--- src/rtl/arbitro_interrupcao.sv ---
// Multi-source interrupt arbiter: edge-captured pending requests, software mask,
// fixed priority (bit 0 highest), single in-service interrupt closed by eret.
module arbitro_interrupcao #(
    parameter int unsigned N_IRQ = 4,
    parameter int unsigned PC_W  = 26
) (
    input  logic             clk,
    input  logic             rst,
    input  logic [N_IRQ-1:0] irq,
    input  logic             mask_we,
    input  logic [N_IRQ-1:0] mask_in,
    input  logic [PC_W-1:0]  pc,
    input  logic             ack,
    input  logic             eret,
    output logic             intr,
    output logic [31:0]      cause,
    output logic [31:0]      pcBckp,
    output logic [N_IRQ-1:0] mask,
    output logic [N_IRQ-1:0] pending
);

    typedef enum logic [1:0] {
        IDLE,
        REQ,
        SERV
    } state_t;

    state_t           state;
    state_t           state_nx;
    logic [N_IRQ-1:0] irq_q;
    logic [N_IRQ-1:0] eligible;
    logic [N_IRQ-1:0] clr;
    logic [4:0]       sel;
    logic             any;
    logic             take;

    assign eligible = pending & mask;
    assign any      = |eligible;

    // Scan from the top down so the last hit is the lowest index.
    always_comb begin
        sel = '0;
        for (int unsigned k = N_IRQ; k > 0; k--) begin
            if (eligible[k-1]) sel = 5'(k - 1);
        end
    end

    always_comb begin
        state_nx = state;
        take     = 1'b0;
        case (state)
            IDLE: if (any) state_nx = REQ;
            REQ: begin
                if (ack && any) begin
                    take     = 1'b1;
                    state_nx = SERV;
                end else if (!any) begin
                    state_nx = IDLE;
                end
            end
            SERV: if (eret) state_nx = IDLE;
            default: state_nx = IDLE;
        endcase
    end

    always_comb begin
        clr = '0;
        for (int unsigned k = 0; k < N_IRQ; k++) begin
            clr[k] = take && (sel == 5'(k));
        end
    end

    always_ff @(posedge clk) begin
        if (rst) begin
            state   <= IDLE;
            intr    <= 1'b0;
            cause   <= '0;
            pcBckp  <= '0;
            pending <= '0;
            mask    <= '1;
            irq_q   <= '0;
        end else begin
            state   <= state_nx;
            intr    <= (state_nx == REQ);
            irq_q   <= irq;
            // A new rise in the acknowledge cycle keeps the bit pending.
            pending <= (pending & ~clr) | (irq & ~irq_q);
            if (mask_we) mask <= mask_in;
            if (take) begin
                cause  <= 32'(sel) + 32'd1;
                pcBckp <= 32'(pc);
            end else if (state == SERV && eret) begin
                cause  <= '0;
            end
        end
    end

endmodule
--- config.mk ---
export PLATFORM = sky130hd
export DESIGN_NAME = arbitro_interrupcao
export DESIGN_NICKNAME = d
export VERILOG_FILES = /design/src/rtl/arbitro_interrupcao.sv
export SDC_FILE = /design/constraint.sdc
export NUM_CORES = 1
export LEC_CHECK = 0
export ABC_AREA = 1
export CAP_MARGIN = 20
export CORE_ASPECT_RATIO = 0.7
export CORE_MARGIN = 1.5
export CORE_UTILIZATION = 35
export DETAILED_ROUTE_END_ITERATION = 12
export PLACE_DENSITY = 0.75
export RECOVER_POWER = 50
export SKIP_LAST_GASP = 1
export SLEW_MARGIN = 20
export SYNTH_ARGS = -nofsm -noshare
export SYNTH_HDL_FRONTEND = slang
export SYNTH_SLANG_ARGS = --single-unit
--- constraint.sdc ---
create_clock -name clk -period 1.6 [get_ports clk]
set_input_delay 0.48 -clock clk [delete_from_list [all_inputs] [get_ports clk]]
set_output_delay 0.48 -clock clk [all_outputs]
set_load 0.01 [all_outputs]
==> metrics.log, run 1 <==
[metrics] type of the worst setup path: in2reg
[metrics] async set-or-reset flop fraction in the synthesized netlist: 0%
[metrics] number of setup violations in the final report: 0
[metrics] actual slew at the worst max-slew pin: ~0.51 ns
[metrics] share of the synthesized area in the top cell type: about 46%
[metrics] critical path's largest stage delay: between 0.4 and 0.5 ns
[metrics] cell total after placement: roughly 400
[metrics] Rel. slew slack: around two thirds
[metrics] skew final: 0.004305 ns
[metrics] maximum fanout along the worst path: 26
[metrics] initial core utilization: 36.29%
[metrics] wire length of the first global-routing pass: 6582 um
[metrics] number of violations of the max-capacitance limit: 0
[metrics] Setup TNS: 0 ns
[metrics] clock latency of the later-clocked register in the worst-skew pair: 0.29 ns
[metrics] element type at the critical path end: flop
[metrics] number of standard cells after synthesis: between 200 and 250
[metrics] Initial DRT Pass Iterations: 4
[metrics] Die ar.: 0.005881 mm2
[metrics] Syn-to-layout area delta: 42.52%
[metrics] total of warnings raised by yosys: 0
[metrics] DRC violation total after the first TritonRoute iteration: 44
[metrics] unrepaired setup endpoints after global routing: no
[metrics] width of the die: between 90 and 100 um
[metrics] Layout Utilization: about half
[metrics] run status: completed
[metrics] worst setup margin: 0.1093 ns
[metrics] Ant. Diodes: 0
[metrics] count of port buffers added during placement: between 70 and 80
[metrics] antenna violations before repair: 0
[metrics] pin count of the biggest net entering global routing: 27
[metrics] Site Rows: 22
[metrics] final worst-path cycle share: 93.17%
[metrics] Antenna Nets Post-Route: 0
[metrics] number of slew-limit violations in the final report: 0
[metrics] WL per Instance: 10.27 um
[metrics] via count of the first global-routing pass: 1426
[metrics] most instantiated library cell after synthesis: nor2_1
[metrics] CP Cell Sequence: clkdlybuf4s50_1 > nand2_1 > nor2_4 > inv_2 > nor2_4 > buf_12 > nor2_1 > nor2_1
[metrics] Net count, final: about 370
[metrics] sequential element share of the synthesized area: 46.41%
[metrics] number of primary I/O pins: between 100 and 150
[metrics] WP data required: between 1.5 and 2 ns
[metrics] number of enable-type register cells in the synthesized netlist: 0
[metrics] post-route cell area: between 0.002 and 0.003 mm2
[metrics] Register-to-Register Path Depth: 7
[metrics] Stages on worst setup path: 8
[metrics] data arrival time of the worst path: between 1.5 and 2 ns
[metrics] WHS Path Cells: 1
[metrics] proportion of layout cells with a drive suffix above 1: roughly 7.0%
[metrics] number of register bits inferred by synthesis: 44
[metrics] grt ovf: 0
[metrics] mean area per synthesized cell: approximately 7.7 um2
[metrics] Tot GR Track Use: 14.23%
[metrics] Die Y-Extent: approximately 65 um
[metrics] Post-Place Cell Area: between 0.002 and 0.003 mm2
[metrics] top cell type by total area after synthesis: dfxtp_1
[metrics] CP Buf/Inv Count: 3
[metrics] hold buffers post-CTS: 0
[metrics] Hold Path Class: reg2reg
[metrics] worst vdd ir: around 0.37 mV
[metrics] Routed WL: 4098 um
[metrics] TritonCTS clock tree: yes
[metrics] clock transition time at the flip-flop clock pins of the worst setup and hold paths: 0.08 ns
[metrics] post-CTS setup repair buffer count: 0
[metrics] Top delay family on crit path: buffers and inverters
[metrics] fin crit period: around 1.5 ns
[metrics] cell leakage power: 1.294 nW
[metrics] worst-case hold slack: 0.4303 ns
[metrics] non-filler cells, final: about 400
[metrics] TritonCTS sink count: 44
[metrics] global placement routability congestion: approximately 0.75
[metrics] PnR Total Power: 2.481 mW
[metrics] # DRC: 0
[metrics] Core Area: approximately 0.0052 mm2
[metrics] Bufs on Longest Clock Path: 2
[metrics] element type at the critical path start: input pin
[metrics] cell at the root of the clock tree: clkbuf_8
[metrics] Yosys cell types: 21
[metrics] max frequency: between 0.6 and 0.7 GHz
[metrics] list of most frequent post-synthesis cells: nor2_1 (59), dfxtp_1 (44), buf_4 (36)
[metrics] Final HPWL DP: 3188 um
[metrics] total number of H-tree levels: 2
[metrics] number of vias per cell: approximately 4.0
[metrics] worst-case setup slack after placement: -0.2032 ns
[metrics] ranking of synthesized cells by area: dfxtp_1 (46%), buf_4 (14%), nor2_1 (12%), o21ai_0 (6.9%), nand2_1 (4.9%)
[metrics] CTS Buf Count: 5
[metrics] final-report hold violation count: 0
[metrics] area of the mapped netlist: approximately 0.0019 mm2
[metrics] Critical Path Slowest Stage Cell: clkdlybuf4s50_1
[metrics] pwr/cell area: 917.1 mW/mm2
[metrics] most frequently used flop master after synthesis: dfxtp_1
[metrics] vias after detailed routing: between 1500 and 2000
[power breakdown]
| group | internal [mW] | total, mW | switching (mW) | leakage (nW) |
|---|---|---|---|---|
| Combinational | 0.265 | 0.547 | 0.282 | 0.882 |
| Clock | 0.344 | 0.702 | 0.358 | 0.0510 |
| Sequential | 1.18 | 1.23 | 0.0475 | 0.361 |
[flip-flops by register name (all words and copies together) (netlist names)]
| name | flops |
|---|---|
| cause | 3 |
| state | 2 |
| pending | 4 |
| irq_q | 4 |
| pcBckp | 26 |
| mask | 4 |
| intr | 1 |
[what timing repair did]
item	in CTS	in global routing
resized for setup	38	1
setup endpoints to repair	38	1
hold endpoints to repair	0	0
[per-layer routing]
layer / global-route usage [%] / share of wire [%]
met3: 5.164 / 8.2
met5: 0 / 0
met2: 21.46 / 42
met4: 5.273 / 0.98
met1: 18.61 / 49
[logic make-up after synthesis]
group	count (synthesis)	share of synthesized area (%)
compound gates	34	9.229
buf+inv	60	19.97
simple gates	107	24.19
flops	44	46.41
other cells	1	0.1976
[cell type report]
cell class | instances | area (um2)
fillers | 538 | 2525
clock inverters | 2 | 10.01
clock buffers | 6 | 82.58
well taps | 72 | 90.09
inverters | 15 | 56.30
multi-input cells | 176 | 765.7
flip-flops and latches | 44 | 880.8
repair buffers | 84 | 819.5
[cells in the final DEF, fill, tap and decap left out, drive strengths merged]
cell,count
a21oi,4
buf,7
clkbuf,7
clkdlybuf4s50,36
clkinv,2
conb,35
dfxtp,44
dlygate4sd2,38
dlygate4sd3,2
inv,15
nand2,28
nand3,13
nand3b,1
nand4,1
nor2,62
nor4,2
o21ai,29
o22ai,1
[path summary, 6_finish.rpt]
check	slack, ns	start	end
max	0.11	ack	pcBckp[4]
min	0.43	irq_q[1]	pending[1]
max reg2reg	0.24	mask[2]	cause[2]
min reg2reg	0.43	irq_q[1]	pending[1]
Note: power is estimated with default switching activity, not from simulation.
==> inputs of run 2 (changes only) <==
CORE_UTILIZATION = 37   (was 35)
PLACE_DENSITY = 0.79   (was 0.75)
REMOVE_ABC_BUFFERS = 1   (was unset)
==> run 2 against run 1 <==
Net effect: count of clock-buffer cells in the layout stayed put; sequential power hardly changed; sequential share of layout area shrank 0.46 points.
==> metrics.log, run 2 (synthesis results as in run 1) <==
[metrics] unrepaired setup endpoints after global routing: no
[metrics] total number of H-tree levels: 2
[metrics] fin crit period: between 1 and 1.5 ns
[metrics] crit path launch: mask[0]
[metrics] proportion of layout cells with a drive suffix above 1: about 7.9%
[metrics] maximum fanout along the worst path: 3
[metrics] run status: completed
[metrics] CTS Buf Count: 5
[metrics] # DRC: 0
[metrics] global placement routability congestion: 0.7172
[metrics] PnR Total Power: about 2.4 mW
[metrics] Reg2Reg Launch Point: mask[1]
[metrics] skew final: roughly 0.0039 ns
[metrics] Min-Delay Startpoint: irq_q[1]
[metrics] pwr/cell area: approximately 890 mW/mm2
[metrics] Initial DRT Pass Iterations: 4
[metrics] antenna violations before repair: 0
[metrics] register with the most flip-flops: pcBckp
[metrics] worst vdd ir: 0.4388 mV
[metrics] number of slew-limit violations in the final report: 0
[metrics] number of primary I/O pins: about 110
[metrics] width of the die: between 80 and 90 um
[metrics] Die Y-Extent: 62.93 um
[metrics] WP data required: 1.12 ns
[metrics] element type at the critical path start: flop
[metrics] Top delay family on crit path: flip-flops
[metrics] Final HPWL DP: 3043 um
[metrics] most common cell after layout, fill and taps aside: nor2_1
[metrics] Critical Path Slowest Stage Cell: dfxtp_1
[metrics] Tot GR Track Use: 15.27%
[metrics] post-route cell area: 0.002744 mm2
[metrics] cell at the root of the clock tree: clkbuf_8
[metrics] wire length of the first global-routing pass: between 6000 and 7000 um
[metrics] via count of the first global-routing pass: 1443
[metrics] final worst-path cycle share: about nine tenths
[metrics] Bufs on Longest Clock Path: 2
[metrics] Hold Path Class: reg2reg
[metrics] max FFs per register: 26
[metrics] number of violations of the max-capacitance limit: 0
[metrics] flip-flop and latch area: roughly 880 um2
[metrics] Syn-to-layout area delta: 44.56%
[metrics] type of the worst setup path: reg2out
[metrics] critical path's largest stage delay: 0.39 ns
[metrics] clock transition time at the flip-flop clock pins of the worst setup and hold paths: roughly 0.070 ns
[metrics] DRC violation total after the first TritonRoute iteration: 58
[metrics] cell leakage power: around 1.3 nW
[metrics] CP Buf/Inv Count: 1
[metrics] clock latency of the later-clocked register in the worst-skew pair: 0.28 ns
[metrics] Antenna Nets Post-Route: 0
[metrics] Site Rows: 21
[metrics] initial core utilization: between 30% and 40%
[metrics] grt ovf: 0
[metrics] count of port buffers added during placement: between 70 and 80
[metrics] Core Area: roughly 0.0049 mm2
[metrics] area of combinational cells with multiple inputs: 768.2 um2
[metrics] final-report hold violation count: 0
[metrics] vias after detailed routing: 1682
[metrics] TritonCTS sink count: between 40 and 50
[metrics] leading cell types in the layout, fill and taps excluded: nor2_1 (59), dfxtp_1 (44), dlygate4sd2_1 (38)
[metrics] element type at the critical path end: output pin
[metrics] Ant. Diodes: 0
[metrics] Net count, final: around 370
[metrics] Die ar.: about 0.0056 mm2
[metrics] pin count of the biggest net entering global routing: 34
[metrics] CP Cell Sequence: dlygate4sd2_1
[metrics] hold buffers post-CTS: 0
[metrics] Routed WL: ~4400 um
[metrics] WL per Instance: 10.97 um
[metrics] data arrival time of the worst path: 0.98 ns
[metrics] max frequency: just under 0.7 GHz
[metrics] TritonCTS clock tree: yes
[metrics] count of fill cells added during filler insertion: between 400 and 500
[metrics] number of setup violations in the final report: 0
[metrics] Post-Place Cell Area: between 0.002 and 0.003 mm2
[metrics] number of vias per cell: 4.226
==> run 2: cell count changes in the layout (fill, tap and decap cells not counted), sizes merged <==
| cell | change |
|---|---|
| clkinv | -1 |
| dlygate4sd3 | -1 |
| buf | +2 |
| clkbuf | +1 |
| dlymetal6s2s | +1 |
==> run 2: worst paths after layout <==
check	end	slack (ns)	cells past startpoint
setup / recovery	mask[0]	0.14	1
hold / removal	pending[1]	0.44	1
setup reg to reg	pcBckp[13]	0.20	8
hold reg to reg	pending[1]	0.44	1
==> run 2: metal layers <==
| layer | wire length [um] | track usage [%] | vias to the layer above |
|---|---|---|---|
| li1 | - | - | 871 |
| met1 | 2082 | 19.33 | 736 |
| met2 | 1845 | 23.76 | 71 |
| met3 | 391 | 5.284 | 4 |
| met4 | 48 | 5.859 | 0 |
| met5 | 0 | 0 | - |
==> run 2: layout make-up <==
| type | count | share of cell area (%) |
|---|---|---|
| Inverter | 15 | 2.052 |
| Timing Repair Buffer | 87 | 31.87 |
| Clock buffer | 6 | 2.645 |
| Tap cell | 69 | 3.146 |
| Clock inverter | 1 | 0.1824 |
| Sequential cell | 44 | 32.10 |
| Multi-Input combinational cell | 176 | 28.00 |
==> run 2: power by group <==
group          internal, mW  leakage, nW  switching (mW)  total, mW
combinational         0.282        0.920           0.293      0.575
sequential             1.18        0.361          0.0483       1.23
clock                 0.297       0.0410           0.337      0.634
==> run 2: metrics by stage <==
| stage | hold WS, ns | instances | utilization [%] | TNS [ns] | worst slack, ns |
|---|---|---|---|---|---|
| 2_1_floorplan | 0.4078 | 235 | - | 0 | 0.1677 |
| 3_3_place_gp | 0.4106 | 385 | 54.00 | -3.970 | -0.1482 |
| 3_5_place_dp | 0.4297 | 385 | 54.00 | -4.759 | -0.1915 |
| 4_1_cts | 0.4409 | 392 | 54.62 | 0 | 0.1105 |
| 5_1_grt | 0.4621 | 398 | 56.45 | 0 | 0.08266 |
| 6_report | 0.4385 | 398 | 56.45 | 0 | 0.1390 |
==> run 2: timing repair <==
item                                    in CTS  in global routing
endpoints found under the setup margin      38                  1
gates resized for setup                     38                  2
pin swaps                                    0                 10
setup buffers                                0                  3
cloned                                       0                  3
==> inputs of run 3 (changes only) <==
CAP_MARGIN = 25   (was 20)
GPL_ROUTABILITY_DRIVEN = 0   (was unset)
==> results of run 3 <==
Same layout as run 2: the final DEF is identical, and so are final timing and power.
